[config.mk]
export PLATFORM = sky130hd
export DESIGN_NAME = nonrestoring_div
export DESIGN_NICKNAME = d
export VERILOG_FILES = /design/src/rtl/nonrestoring_div.sv
export SDC_FILE = /design/constraint.sdc
export NUM_CORES = 1
export LEC_CHECK = 0
export ABC_CLOCK_PERIOD_IN_PS = 5000
export CORE_MARGIN = 2
export CORE_UTILIZATION = 45
export CTS_CLUSTER_SIZE = 20
export DETAILED_ROUTE_END_ITERATION = 10
export PLACE_DENSITY = 0.73
export SYNTH_ARGS = -nofsm -noshare
export SYNTH_HDL_FRONTEND = slang
export SYNTH_SLANG_ARGS = --single-unit
[constraint.sdc]
create_clock -name clk -period 5 [get_ports clk]
set_input_delay 0.5 -clock clk [delete_from_list [all_inputs] [get_ports clk]]
set_output_delay 0.5 -clock clk [all_outputs]
set_load 0.05 [all_outputs]
[src/rtl/nonrestoring_div.sv]
// Sequential radix-2 non-restoring signed divider: one quotient bit per clock,
// start/busy/done handshake, truncating quotient and dividend-signed remainder.
module nonrestoring_div #(
  parameter int unsigned N = 32
) (
  input  logic         clk,
  input  logic         rst,
  input  logic         start,
  input  logic [N-1:0] z,
  input  logic [N-1:0] d,
  output logic [N-1:0] q,
  output logic [N-1:0] r,
  output logic         busy,
  output logic         done,
  output logic         div_by_zero,
  output logic         overflow
);

  localparam int unsigned CW = $clog2(N) + 1;
  localparam logic [N-1:0] MIN_NEG = {1'b1, {(N-1){1'b0}}};

  typedef enum logic [1:0] {IDLE, RUN, FIX} state_t;

  state_t        state, state_n;
  logic [CW-1:0] count, count_n;
  logic [N:0]    p, p_n;
  logic [N-1:0]  a, a_n;
  logic [N-1:0]  dm, dm_n;
  logic          sz, sz_n, sd, sd_n;
  logic          dz_pend, dz_pend_n, ov_pend, ov_pend_n;
  logic [N-1:0]  q_n, r_n;
  logic          busy_n, done_n, dbz_n, ovf_n;

  logic [N-1:0]  z_abs, d_abs, r_mag;
  logic [N:0]    p_shift, p_step, p_fix;

  // Magnitudes are N-bit unsigned, so |-2^(N-1)| = 2^(N-1) is representable.
  assign z_abs   = z[N-1] ? -z : z;
  assign d_abs   = d[N-1] ? -d : d;
  assign p_shift = {p[N-1:0], a[N-1]};
  assign p_step  = p[N] ? p_shift + {1'b0, dm} : p_shift - {1'b0, dm};
  assign p_fix   = p[N] ? p + {1'b0, dm} : p;
  assign r_mag   = p_fix[N-1:0];

  // Next-state and next-output logic; a holds the dividend and collects quotient bits.
  always_comb begin
    state_n   = state;
    count_n   = count;
    p_n       = p;
    a_n       = a;
    dm_n      = dm;
    sz_n      = sz;
    sd_n      = sd;
    dz_pend_n = dz_pend;
    ov_pend_n = ov_pend;
    q_n       = q;
    r_n       = r;
    busy_n    = busy;
    done_n    = 1'b0;
    dbz_n     = div_by_zero;
    ovf_n     = overflow;
    case (state)
      IDLE: begin
        if (start) begin
          sz_n      = z[N-1];
          sd_n      = d[N-1];
          a_n       = z_abs;
          dm_n      = d_abs;
          p_n       = '0;
          count_n   = '0;
          busy_n    = 1'b1;
          dz_pend_n = (d == '0);
          ov_pend_n = (z == MIN_NEG) && (d == '1);
          state_n   = ((d == '0) || ((z == MIN_NEG) && (d == '1))) ? FIX : RUN;
        end
      end
      RUN: begin
        p_n     = p_step;
        a_n     = {a[N-2:0], ~p_step[N]};
        count_n = count + CW'(1);
        if (count == CW'(N-1)) state_n = FIX;
      end
      FIX: begin
        state_n = IDLE;
        busy_n  = 1'b0;
        done_n  = 1'b1;
        dbz_n   = dz_pend;
        ovf_n   = ov_pend;
        p_n     = p_fix;
        if (dz_pend) begin
          q_n = '1;
          r_n = sz ? -a : a;
        end else if (ov_pend) begin
          q_n = MIN_NEG;
          r_n = '0;
        end else begin
          q_n = (sz ^ sd) ? -a : a;
          r_n = sz ? -r_mag : r_mag;
        end
      end
      default: state_n = IDLE;
    endcase
  end

  always_ff @(posedge clk or posedge rst) begin
    if (rst) begin
      state       <= IDLE;
      count       <= '0;
      p           <= '0;
      a           <= '0;
      dm          <= '0;
      sz          <= 1'b0;
      sd          <= 1'b0;
      dz_pend     <= 1'b0;
      ov_pend     <= 1'b0;
      q           <= '0;
      r           <= '0;
      busy        <= 1'b0;
      done        <= 1'b0;
      div_by_zero <= 1'b0;
      overflow    <= 1'b0;
    end else begin
      state       <= state_n;
      count       <= count_n;
      p           <= p_n;
      a           <= a_n;
      dm          <= dm_n;
      sz          <= sz_n;
      sd          <= sd_n;
      dz_pend     <= dz_pend_n;
      ov_pend     <= ov_pend_n;
      q           <= q_n;
      r           <= r_n;
      busy        <= busy_n;
      done        <= done_n;
      div_by_zero <= dbz_n;
      overflow    <= ovf_n;
    end
  end

endmodule

==> flow_summary.yaml <==
timing:
  slew_violations: 0
  grt_setup_unrepaired: "false"
  setup_viol: 0
  worst_slew_pin_slew_ns: 1.28
  slew_headroom_pct: 14.9
  period_needed_ns: 4.59
  max_freq_mhz: 218
  fin_crit_sh_pct: 91.8
  finalWorstSetupSlack_ns: 0.412
  skew_ns: 0.0121
  hold_violations: 0
  tns_ns: 0
worst_setup_path:
  crit_fanout: 10
  endpoint_kind: "flip-flop"
  cp-start-kind: "flip-flop"
  r2r_slack_ns: 0.41
  worstPathArrival_ns: 4.96
  worstPathRequired_ns: 5.37
  critPathKind: "reg2reg"
  r2r_end: "r[31]"
  ff2ff_path_depth: 13
  reg2reg_from: "p[0]"
floorplan:
  die_y_um: 188
  start_util_pct: 45.5
  core_area_um2: 33400
  die_area_um2: 35300
  io_pins: 135
  fp.dieW_um: 188
  rows: 67
finish:
  layout_commonest_cell: "nand2_1"
  syn_to_final_growth_pct: 14.9
  final_core_util_pct: 52.3
  final_cell_mix: "nand2_1, a21oi_1, nor2_1"
  stdcell_count: 2444
  final_nets: 2126
  diodes: 0
  drive_gt1_share_pct: 5.31
clocking:
  root_buffer: "clkbuf_16"
  cts_resized: 0
  cts_tree: "built"
  numCtsBuffers: 17
  cts.sinks: 177
  clockBufferDepth: 2
  post_cts_buffers: 0
  clkLatencyLatePin_ns: 0.46
  clk_pin_slew_ns: 0.08
  holdBufCountCts: 0
  htree_num_levels: 4
grt:
  track_usage_pct: 26.5
  grt_max_degree: 151
  first_global_vias: 13900
  grt_pass1_wl_um: 74900
  antenna_found_initial: 0
  grt-ovfl-total: 0
route:
  ant_nets: 0
  wl_per_cell_um: 19.1
  drt_iter0_drc: 1412
  vias: 14900
  route.detailed.drc: 0
  drt-total-wl_um: 46800
  dr.pass1.iters: 5
  vias_per_cell: 6.09
placed_design:
  port_buffers: 134
  routabilityCongestion: 0.945
  dp_cells: 2412
  hpwl_um: 34800
  place_ws_ns: 0.477
synth:
  synth_ff_type: "dfrtp_1"
  synth_fp_nets: 2073
  synth.distinct_cells: 88
  postSynthAreaPerCell_um2: 7.88
  ys_ff_latch: 177
  yosysTopAreaCell: "dfrtp_1"
  synthCells: 1930
  yosysWarnings: 0
  synthTopCellsByArea: "dfrtp_1, a21oi_1, xnor2_1"
  syn_area_um2: 15200
  netlist.area_leader.share_pct: 29.1
  synth-edff-count: 0
  synth-async-reset-ratio_pct: 100
  yosysSeqAreaShare_pct: 29.1
min_path:
  min_path_type: "in2async"
run:
  maxCapViolations: 0
run_status:
  status: "finished, final reports clean"
registers in the layout (all words and copies together), names as in the netlist:
signal / cells
p: 33
a: 32
dm: 32
q: 32
r: 32
count: 6
state: 2
busy: 1
div_by_zero: 1
done: 1
dz_pend: 1
ov_pend: 1
overflow: 1
sd: 1
sz: 1
Yosys cell counts (6+ instances only):
| library cell | instances |
|---|---|
| o221ai_1 | 8 |
| nand3b_1 | 8 |
| inv_1 | 39 |
| a21oi_1 | 204 |
| o41ai_1 | 17 |
| nor3_1 | 37 |
| buf_1 | 14 |
| a211o_1 | 9 |
| nand2_1 | 215 |
| xnor2_1 | 111 |
| dfrtp_1 | 177 |
| and3_1 | 6 |
| nor2b_1 | 11 |
| clkbuf_1 | 103 |
| nand3_1 | 30 |
| o211ai_1 | 9 |
| a31oi_1 | 11 |
| a21o_1 | 33 |
| o21a_1 | 13 |
| o21ai_1 | 7 |
| nor4_1 | 10 |
| o21bai_1 | 7 |
| xor2_1 | 108 |
| nand2b_1 | 18 |
| or4_1 | 14 |
| mux2_2 | 8 |
| a221oi_1 | 17 |
| mux2i_1 | 15 |
| buf_2 | 6 |
| ha_1 | 74 |
| a211oi_1 | 9 |
| o21ai_0 | 175 |
| nor2_1 | 178 |
| nand4_1 | 23 |
| a22oi_1 | 25 |
| or3_1 | 34 |
| or2_2 | 9 |
| o31ai_1 | 46 |
routing by layer:
layer	track usage (%)	wire length, um	up-vias
met4	10.5	1640	0
met1	36.2	20700	7124
met3	3.37	2920	106
met5	0	0	-
met2	42.7	21500	555
li1	-	-	7089
worst max path at each step:
stage / startpoint / end / slack [ns] / depth (start not counted)
after detailed placement: p[0] / r[31] / 0.48 / 13
final: p[0] / r[31] / 0.41 / 13
after global placement: p[0] / r[31] / 0.54 / 13
after global routing: p[0] / r[30] / 0.13 / 13
after floorplan: p[32] / p[30] / -0.14 / 19
after CTS: p[0] / r[31] / 0.43 / 13
metrics by stage:
| stage | hold slack (ns) | cell area [um^2] |
|---|---|---|
| CTS | 0.490 | 17500 |
| finish | 0.470 | 17500 |
| detailed placement | 0.472 | 16900 |
| global route | 0.504 | 17500 |
| floorplan | 0.465 | 15200 |
| global placement | 0.465 | 16900 |
critical path: stages (launching register included):
cell	delay, ns
dfrtp_1	0.46
ha_1	0.27
fa_1	0.46
a211oi_4	0.38
o21ai_2	0.14
a211oi_4	0.49
o311ai_4	0.18
xor2_1	0.18
mux2_4	0.29
or3b_1	0.51
or3_4	0.45
nor4_4	0.28
a211oi_1	0.13
nor4_2	0.28
kinds of logic after synthesis:
kind of cell             Yosys count  synth area share, %
buffers and inverters            168                 4.34
multiplexers                      25                 1.78
AND/OR/NAND/NOR                  625                 19.5
AO/OA/AOI/OAI                    640                 26.3
XOR/XNOR                         219                 12.6
flip-flops                       177                 29.1
adder cells (fa/ha/maj)           76                 6.35
layout make-up:
| class | count | area, um^2 |
|---|---|---|
| Fill cell | 3152 | 16000 |
| Multi-Input combinational cell | 1585 | 10200 |
| Sequential cell | 177 | 4430 |
| Timing Repair Buffer | 161 | 1560 |
| Tap cell | 448 | 561 |
| Clock buffer | 18 | 439 |
| Clock inverter | 14 | 184 |
| Inverter | 41 | 158 |
Power is left out: the tool's default activity adds up to more than one toggle a clock period on the data nets, which glitch-free logic cannot reach.
